`src/rtl/paddle_ctrl_gen.sv`:
```
// Two-paddle Pong controller: decodes keys or tracks the ball, accelerates held
// motion and clamps both paddle centres to the playfield once per frame.
//
// state | meaning
// IDLE  | no request, run count cleared, paddle holds
// UP    | moving toward Y_MIN (Y decreasing)
// DOWN  | moving toward Y_MAX (Y increasing)
module paddle_ctrl_gen #(
  parameter int P1_X         = 60,
  parameter int P2_X         = 550,
  parameter int Y_CENTER     = 240,
  parameter int Y_MIN        = 20,
  parameter int Y_MAX        = 461,
  parameter int HALF_LEN     = 35,
  parameter int HALF_WID     = 2,
  parameter int STEP_MIN     = 2,
  parameter int STEP_MAX     = 8,
  parameter int ACCEL_FRAMES = 4,
  parameter int CPU_STEP     = 3,
  parameter int CPU_DEADBAND = 4
) (
  input  logic       frame_clk,
  input  logic       Reset,
  input  logic       resetB,
  input  logic [7:0] keycode0,
  input  logic [7:0] keycode1,
  input  logic [1:0] cpu_mode,
  input  logic [9:0] BallY,
  output logic [9:0] Paddle1X,
  output logic [9:0] Paddle1Y,
  output logic [9:0] Paddle2X,
  output logic [9:0] Paddle2Y,
  output logic [9:0] PaddleL,
  output logic [9:0] PaddleW,
  output logic [1:0] at_top,
  output logic [1:0] at_bottom
);

  typedef enum logic [1:0] {IDLE = 2'd0, UP = 2'd1, DOWN = 2'd2} dir_e;

  localparam logic signed [10:0] Y_TOP    = 11'(Y_MIN + HALF_LEN);
  localparam logic signed [10:0] Y_BOT    = 11'(Y_MAX - HALF_LEN);
  localparam logic [9:0]         Y_TOP10  = 10'(Y_MIN + HALF_LEN);
  localparam logic [9:0]         Y_BOT10  = 10'(Y_MAX - HALF_LEN);
  localparam logic signed [10:0] DEADBAND = 11'(CPU_DEADBAND);
  localparam logic [7:0]         ACC_SPAN = 8'(STEP_MAX - STEP_MIN);
  localparam logic [7:0]         ACC_DIV  = 8'(ACCEL_FRAMES);
  localparam logic [7:0]         RUN_SAT  = 8'hFF;

  logic [9:0] pad_y [2];

  assign Paddle1X = 10'(P1_X);
  assign Paddle2X = 10'(P2_X);
  assign PaddleL  = 10'(HALF_LEN);
  assign PaddleW  = 10'(HALF_WID);
  assign Paddle1Y = pad_y[0];
  assign Paddle2Y = pad_y[1];

  for (genvar i = 0; i < 2; i++) begin : g_pad
    localparam logic [7:0] KEY_UP = (i == 0) ? 8'h1A : 8'h52;
    localparam logic [7:0] KEY_DN = (i == 0) ? 8'h16 : 8'h51;

    dir_e              state_q, state_d;
    logic [7:0]        run_q, run_d, accel;
    logic [9:0]        y_q, y_d;
    logic              cpu_q, key_up, key_dn;
    logic signed [10:0] y_cur, ball_s, step, y_mv;

    always_comb begin
      key_up  = (keycode0 == KEY_UP) || (keycode1 == KEY_UP);
      key_dn  = (keycode0 == KEY_DN) || (keycode1 == KEY_DN);
      y_cur   = signed'({1'b0, y_q});
      ball_s  = signed'({1'b0, BallY});
      state_d = IDLE;
      if (cpu_mode[i]) begin
        if (ball_s < y_cur - DEADBAND)      state_d = UP;
        else if (ball_s > y_cur + DEADBAND) state_d = DOWN;
      end else if (key_up && !key_dn) begin
        state_d = UP;
      end else if (key_dn && !key_up) begin
        state_d = DOWN;
      end

      // A mode switch counts as a fresh run even when the direction is unchanged.
      run_d = 8'd0;
      if (state_d != IDLE) begin
        if (state_d == state_q && cpu_mode[i] == cpu_q)
          run_d = (run_q == RUN_SAT) ? RUN_SAT : run_q + 8'd1;
        else
          run_d = 8'd1;
      end

      accel = (run_d - 8'd1) / ACC_DIV;
      if (cpu_mode[i])          step = 11'(CPU_STEP);
      else if (accel >= ACC_SPAN) step = 11'(STEP_MAX);
      else                      step = 11'(STEP_MIN) + {3'b000, accel};

      y_mv = y_cur;
      if (state_d == UP)        y_mv = y_cur - step;
      else if (state_d == DOWN) y_mv = y_cur + step;

      if (y_mv < Y_TOP)      y_d = Y_TOP10;
      else if (y_mv > Y_BOT) y_d = Y_BOT10;
      else                   y_d = y_mv[9:0];
    end

    always_ff @(posedge frame_clk or posedge Reset) begin
      if (Reset) begin
        state_q <= IDLE;
        run_q   <= 8'd0;
        y_q     <= 10'(Y_CENTER);
        cpu_q   <= 1'b0;
      end else begin
        cpu_q <= cpu_mode[i];
        if (resetB) begin
          state_q <= IDLE;
          run_q   <= 8'd0;
          y_q     <= 10'(Y_CENTER);
        end else begin
          state_q <= state_d;
          run_q   <= run_d;
          y_q     <= y_d;
        end
      end
    end

    assign pad_y[i]     = y_q;
    assign at_top[i]    = (y_q == Y_TOP10);
    assign at_bottom[i] = (y_q == Y_BOT10);
  end

endmodule

```
`config.mk`:
```
export PLATFORM = sky130hd
export DESIGN_NAME = paddle_ctrl_gen
export DESIGN_NICKNAME = d
export VERILOG_FILES = /design/src/rtl/paddle_ctrl_gen.sv
export SDC_FILE = /design/constraint.sdc
export NUM_CORES = 1
export LEC_CHECK = 0
export ABC_CLOCK_PERIOD_IN_PS = 8600
export CAP_MARGIN = 5
export CORE_AREA = 2 2 135 137
export CTS_CLUSTER_DIAMETER = 80
export DETAILED_ROUTE_END_ITERATION = 10
export DIE_AREA = 0 0 137 139
export PLACE_DENSITY = 0.64
export SETUP_SLACK_MARGIN = 0.15
export SLEW_MARGIN = 10
export SYNTH_ARGS = -nofsm -noshare
export SYNTH_HDL_FRONTEND = slang
export SYNTH_SLANG_ARGS = --single-unit
```
`constraint.sdc`:
```
create_clock -name frame_clk -period 8.6 [get_ports frame_clk]
set_input_delay 1.72 -clock frame_clk [delete_from_list [all_inputs] [get_ports frame_clk]]
set_output_delay 1.72 -clock frame_clk [all_outputs]
set_load 0.005 [all_outputs]
```
==> qor.txt <==
Maximum clock insertion buffer count - 2
Post-synthesis simple-gate area fraction - 22.2%
Data arrival, critical path - 8.16 ns
WHS Endpoint - g_pad[0].run_q[6]
Antenna cells - 0
Avg WL per Cell - 15.6 um
Worst skew pair latency - 0.28 ns
Fin crit period - 7.96 ns
Post-synth top flop - dfrtp_1
Tcrit/Tclk final - 92.6%
Endpoints failing setup - 0
Post-DR vias/cell - 5.44
Status - finished clean
Final layout net count - 942
RSZ-0062 raised after global routing - no
Seq pwr share - 25.0%
Setup crit end kind - flop
Gr ovfl total - 0
Die footprint - 0.0190 mm^2
Worst Hold Slack - 0.630 ns
Number of synthesized flops with an enable pin - 0
Core footprint - 0.0177 mm^2
Clock transition at path regs - 0.06 ns
CTS root buffer - clkbuf_16
Setup TNS Final - 0 ns
CTS Sinks - 42
Fin. max-slew vios - 0
Initial Utilization - 34.2%
Hold_sp - g_pad[0].run_q[6]
Slew @ Worst Pin - 0.674 ns
# fillers - 1853
Fin. Hold Viols - 0
Critical path class - in -> reg
Cell count after synthesis - 771
Clock network fraction of design power - 15.1%
Multiplexer area fraction after synthesis - 0.685%
Die width - 137 um
Final Worst Setup Slack - 0.640 ns
Hold-fix buffers at CTS - 0
Ys async rst share - 100%
DRT Pass-1 Iters - 5
Logic pwr share - 59.9%
Fmax - 126 MHz
Area grow syn2layout - 14.8%
Startpoint Class - primary input
Num ports - 95
Site Rows - 49
Leakage Power - 2.98 nW
Share of cells above drive strength 1 - 7.33%
Worst reg-to-reg path cell count - 30
Fin Clk Skew - 0.00604 ns
DRC violations left - 0
CTS Buf Count - 5
Die Span Y - 139 um
Post-synthesis cell type count - 80
Sw Share - 46.0%
Int Power - 0.681 mW
Mapped cell area - 0.00603 mm^2
Hold Path Depth - 2
Initial antenna violation count - 0
Switching power - 0.579 mW
GRT Overall Usage - 17.0%
Initial DRC Count - 432
H-tree depth - 2
Total design power - 1.26 mW
Syn Area/Cell - 7.82 um^2
#FFs+latches synth - 42
Power per cell area - 182 mW/mm^2
First-pass GRT wire length - 26.8 mm
Compound-cell area share of the yosys netlist - 25.9%
TritonCTS clock tree - done
Post-CTS Setup Inserts - 0
Gpl congestion - 0.897
Vias in the first global route - 5292
Max-Cap Viols - 0
Reg-to-reg slack, setup - 1.24 ns
Synth Area in Adders - 17.1%
Largest net degree at the start of global routing - 43
Setup WS pre-CTS - 0.250 ns
Post-DP HPWL - 12.9 mm
DR vias - 5767
I/O Buffers - 54
XOR/XNOR Fraction of Synth Area - 6.54%
CP required - 8.80 ns
Reg2reg end - Paddle2Y[5]
Path category of the worst min-delay check - reg -> reg
Antenna-violating nets left - 0
Largest family of logic cells by synthesized area - compound AO/OA/AOI/OAI gates
VDD IR max - 114 uV
RR Startpoint - Paddle2Y[2]
Seq/Total Area, Yosys - 17.6%
Final wirelength - 16.6 mm
YS warnings - 0
Crit path max fanout - 15
Worst rel slew slack - 54.9%
layer usage:
metal,share of wire [%],GRT usage [%],up-vias
met5,0,0,-
li1,-,-,2860
met2,46,27.6,159
met3,4.7,1.72,16
met4,1.1,2.98,0
met1,48,24.6,2732
cell usage after synthesis, types with 8 or more instances:
| cell type | count | share of area, % |
|---|---|---|
| a211oi_1 | 9 | 1.1 |
| a21boi_0 | 8 | 1.0 |
| a21o_1 | 14 | 1.7 |
| a21oi_1 | 62 | 5.1 |
| a22oi_1 | 9 | 1.1 |
| a31oi_1 | 9 | 0.93 |
| and2_1 | 10 | 1.0 |
| and3_1 | 16 | 1.7 |
| buf_4 | 40 | 5.0 |
| clkbuf_1 | 21 | 1.3 |
| dfrtp_1 | 34 | 14 |
| dfstp_2 | 8 | 3.5 |
| ha_1 | 76 | 16 |
| inv_1 | 49 | 3.0 |
| nand2_1 | 39 | 2.4 |
| nand2b_1 | 8 | 0.83 |
| nand3_1 | 26 | 2.2 |
| nand4_1 | 10 | 1.0 |
| nor2_1 | 64 | 4.0 |
| nor2b_1 | 12 | 1.2 |
| nor3_1 | 19 | 1.6 |
| nor4_1 | 9 | 0.93 |
| o21a_1 | 8 | 1.0 |
| o21ai_0 | 27 | 2.2 |
| o21bai_1 | 8 | 1.0 |
| o22ai_1 | 9 | 0.93 |
| o31ai_1 | 8 | 1.0 |
| or2_2 | 9 | 0.93 |
| xnor2_1 | 24 | 3.5 |
| xor2_1 | 21 | 3.0 |
how the worst max path moves through the flow:
stage               startpoint          end  slack [ns]  depth (start not counted)
finish                BallY[8]  Paddle2Y[5]        0.64                         26
global route          BallY[1]  Paddle2Y[5]        0.23                         27
CTS                   BallY[8]  Paddle2Y[0]        0.49                         26
detailed placement    BallY[8]  Paddle2Y[0]        0.25                         26
global placement      BallY[8]  Paddle2Y[3]        0.47                         26
floorplan             BallY[1]  Paddle2Y[5]        1.23                         26
stage by stage:
step                      instances  cell area (um^2)  utilization [%]
after floorplan                 823              6230                -
after global placement         1053              6740             38.2
after detailed placement       1053              6740             38.2
after CTS                      1061              6900             39.1
after global routing           1061              6920             39.2
final                          1061              6920             39.2
cell usage in the layout (no fill, tap or decap), types with 4 or more instances in the layout:
cell type,instances
a211oi_1,9
a21boi_0,8
a21o_1,14
a21oi_1,62
a221o_1,4
a221oi_1,4
a22oi_1,8
a31oi_1,9
and2_1,10
and3_1,16
and4_1,5
buf_4,14
clkbuf_16,5
clkdlybuf4s50_1,54
conb_1,54
dfrtp_1,34
dfstp_2,8
fa_1,4
ha_1,76
inv_1,48
nand2_1,39
nand2b_1,8
nand3_1,26
nand4_1,10
nor2_1,64
nor2b_1,12
nor3_1,19
nor4_1,8
o211ai_1,5
o21a_1,8
o21ai_0,27
o21bai_1,8
o22ai_1,9
o311ai_0,5
o31ai_1,6
o32ai_1,4
or2_2,9
or3_1,4
xnor2_1,24
xor2_1,21
sequential cells by signal, indices dropped and copies added, names as in the netlist:
signal and count:
g_pad.cpu_q 2, g_pad.state_q 4, g_pad.run_q 16, Paddle1Y 10
Paddle2Y 10
cells by family after synthesis:
group	after synthesis
compound gates	229
xor+xnor	45
fa+ha+maj	80
buf+inv	116
flops	42
mux	4
other cells	2
simple gates	253
power groups by stage:
stage / Sequential [mW] / Clock, mW / Combinational (mW)
3_5_place_dp: 0.317 / 0 / 0.738
5_1_grt: 0.320 / 0.202 / 0.850
2_1_floorplan: 0.265 / 0 / 0.575
6_report: 0.315 / 0.190 / 0.755
3_3_place_gp: 0.319 / 0 / 0.733
4_1_cts: 0.314 / 0.193 / 0.744
what timing repair did:
item | CTS | global route
setup endpoints to repair | 0 | 6
hold endpoints to repair | 0 | 0
gates resized for setup | 0 | 5
final cells by class:
type	instances	area, um^2	area share [%]
Inverter	49	184	2.66
Tap cell	229	287	4.14
Timing Repair Buffer	68	646	9.32
Clock inverter	2	12.5	0.181
Multi-Input combinational cell	665	4600	66.4
Clock buffer	6	139	2.01
Sequential cell	42	1060	15.3
worst max-delay path, stage by stage:
cell	delay, ns
clkdlybuf4s50_1	0.53
ha_1	0.36
a21o_1	0.18
a21oi_1	0.18
o41ai_1	0.12
a22oi_2	0.35
and3_1	0.42
nand2_1	0.16
nand2_2	0.27
mux2i_1	0.23
o21a_1	0.17
o21ai_0	0.15
o31ai_2	0.37
ha_1	0.20
inv_1	0.06
fa_1	0.40
a21o_1	0.21
a21o_1	0.19
a21o_1	0.17
a21oi_1	0.26
o21ba_2	0.19
a22oi_1	0.08
xor2_1	0.22
and3_1	0.22
o22a_1	0.22
or4_1	0.51
No activity file was read; power rests on OpenSTA's default activity.
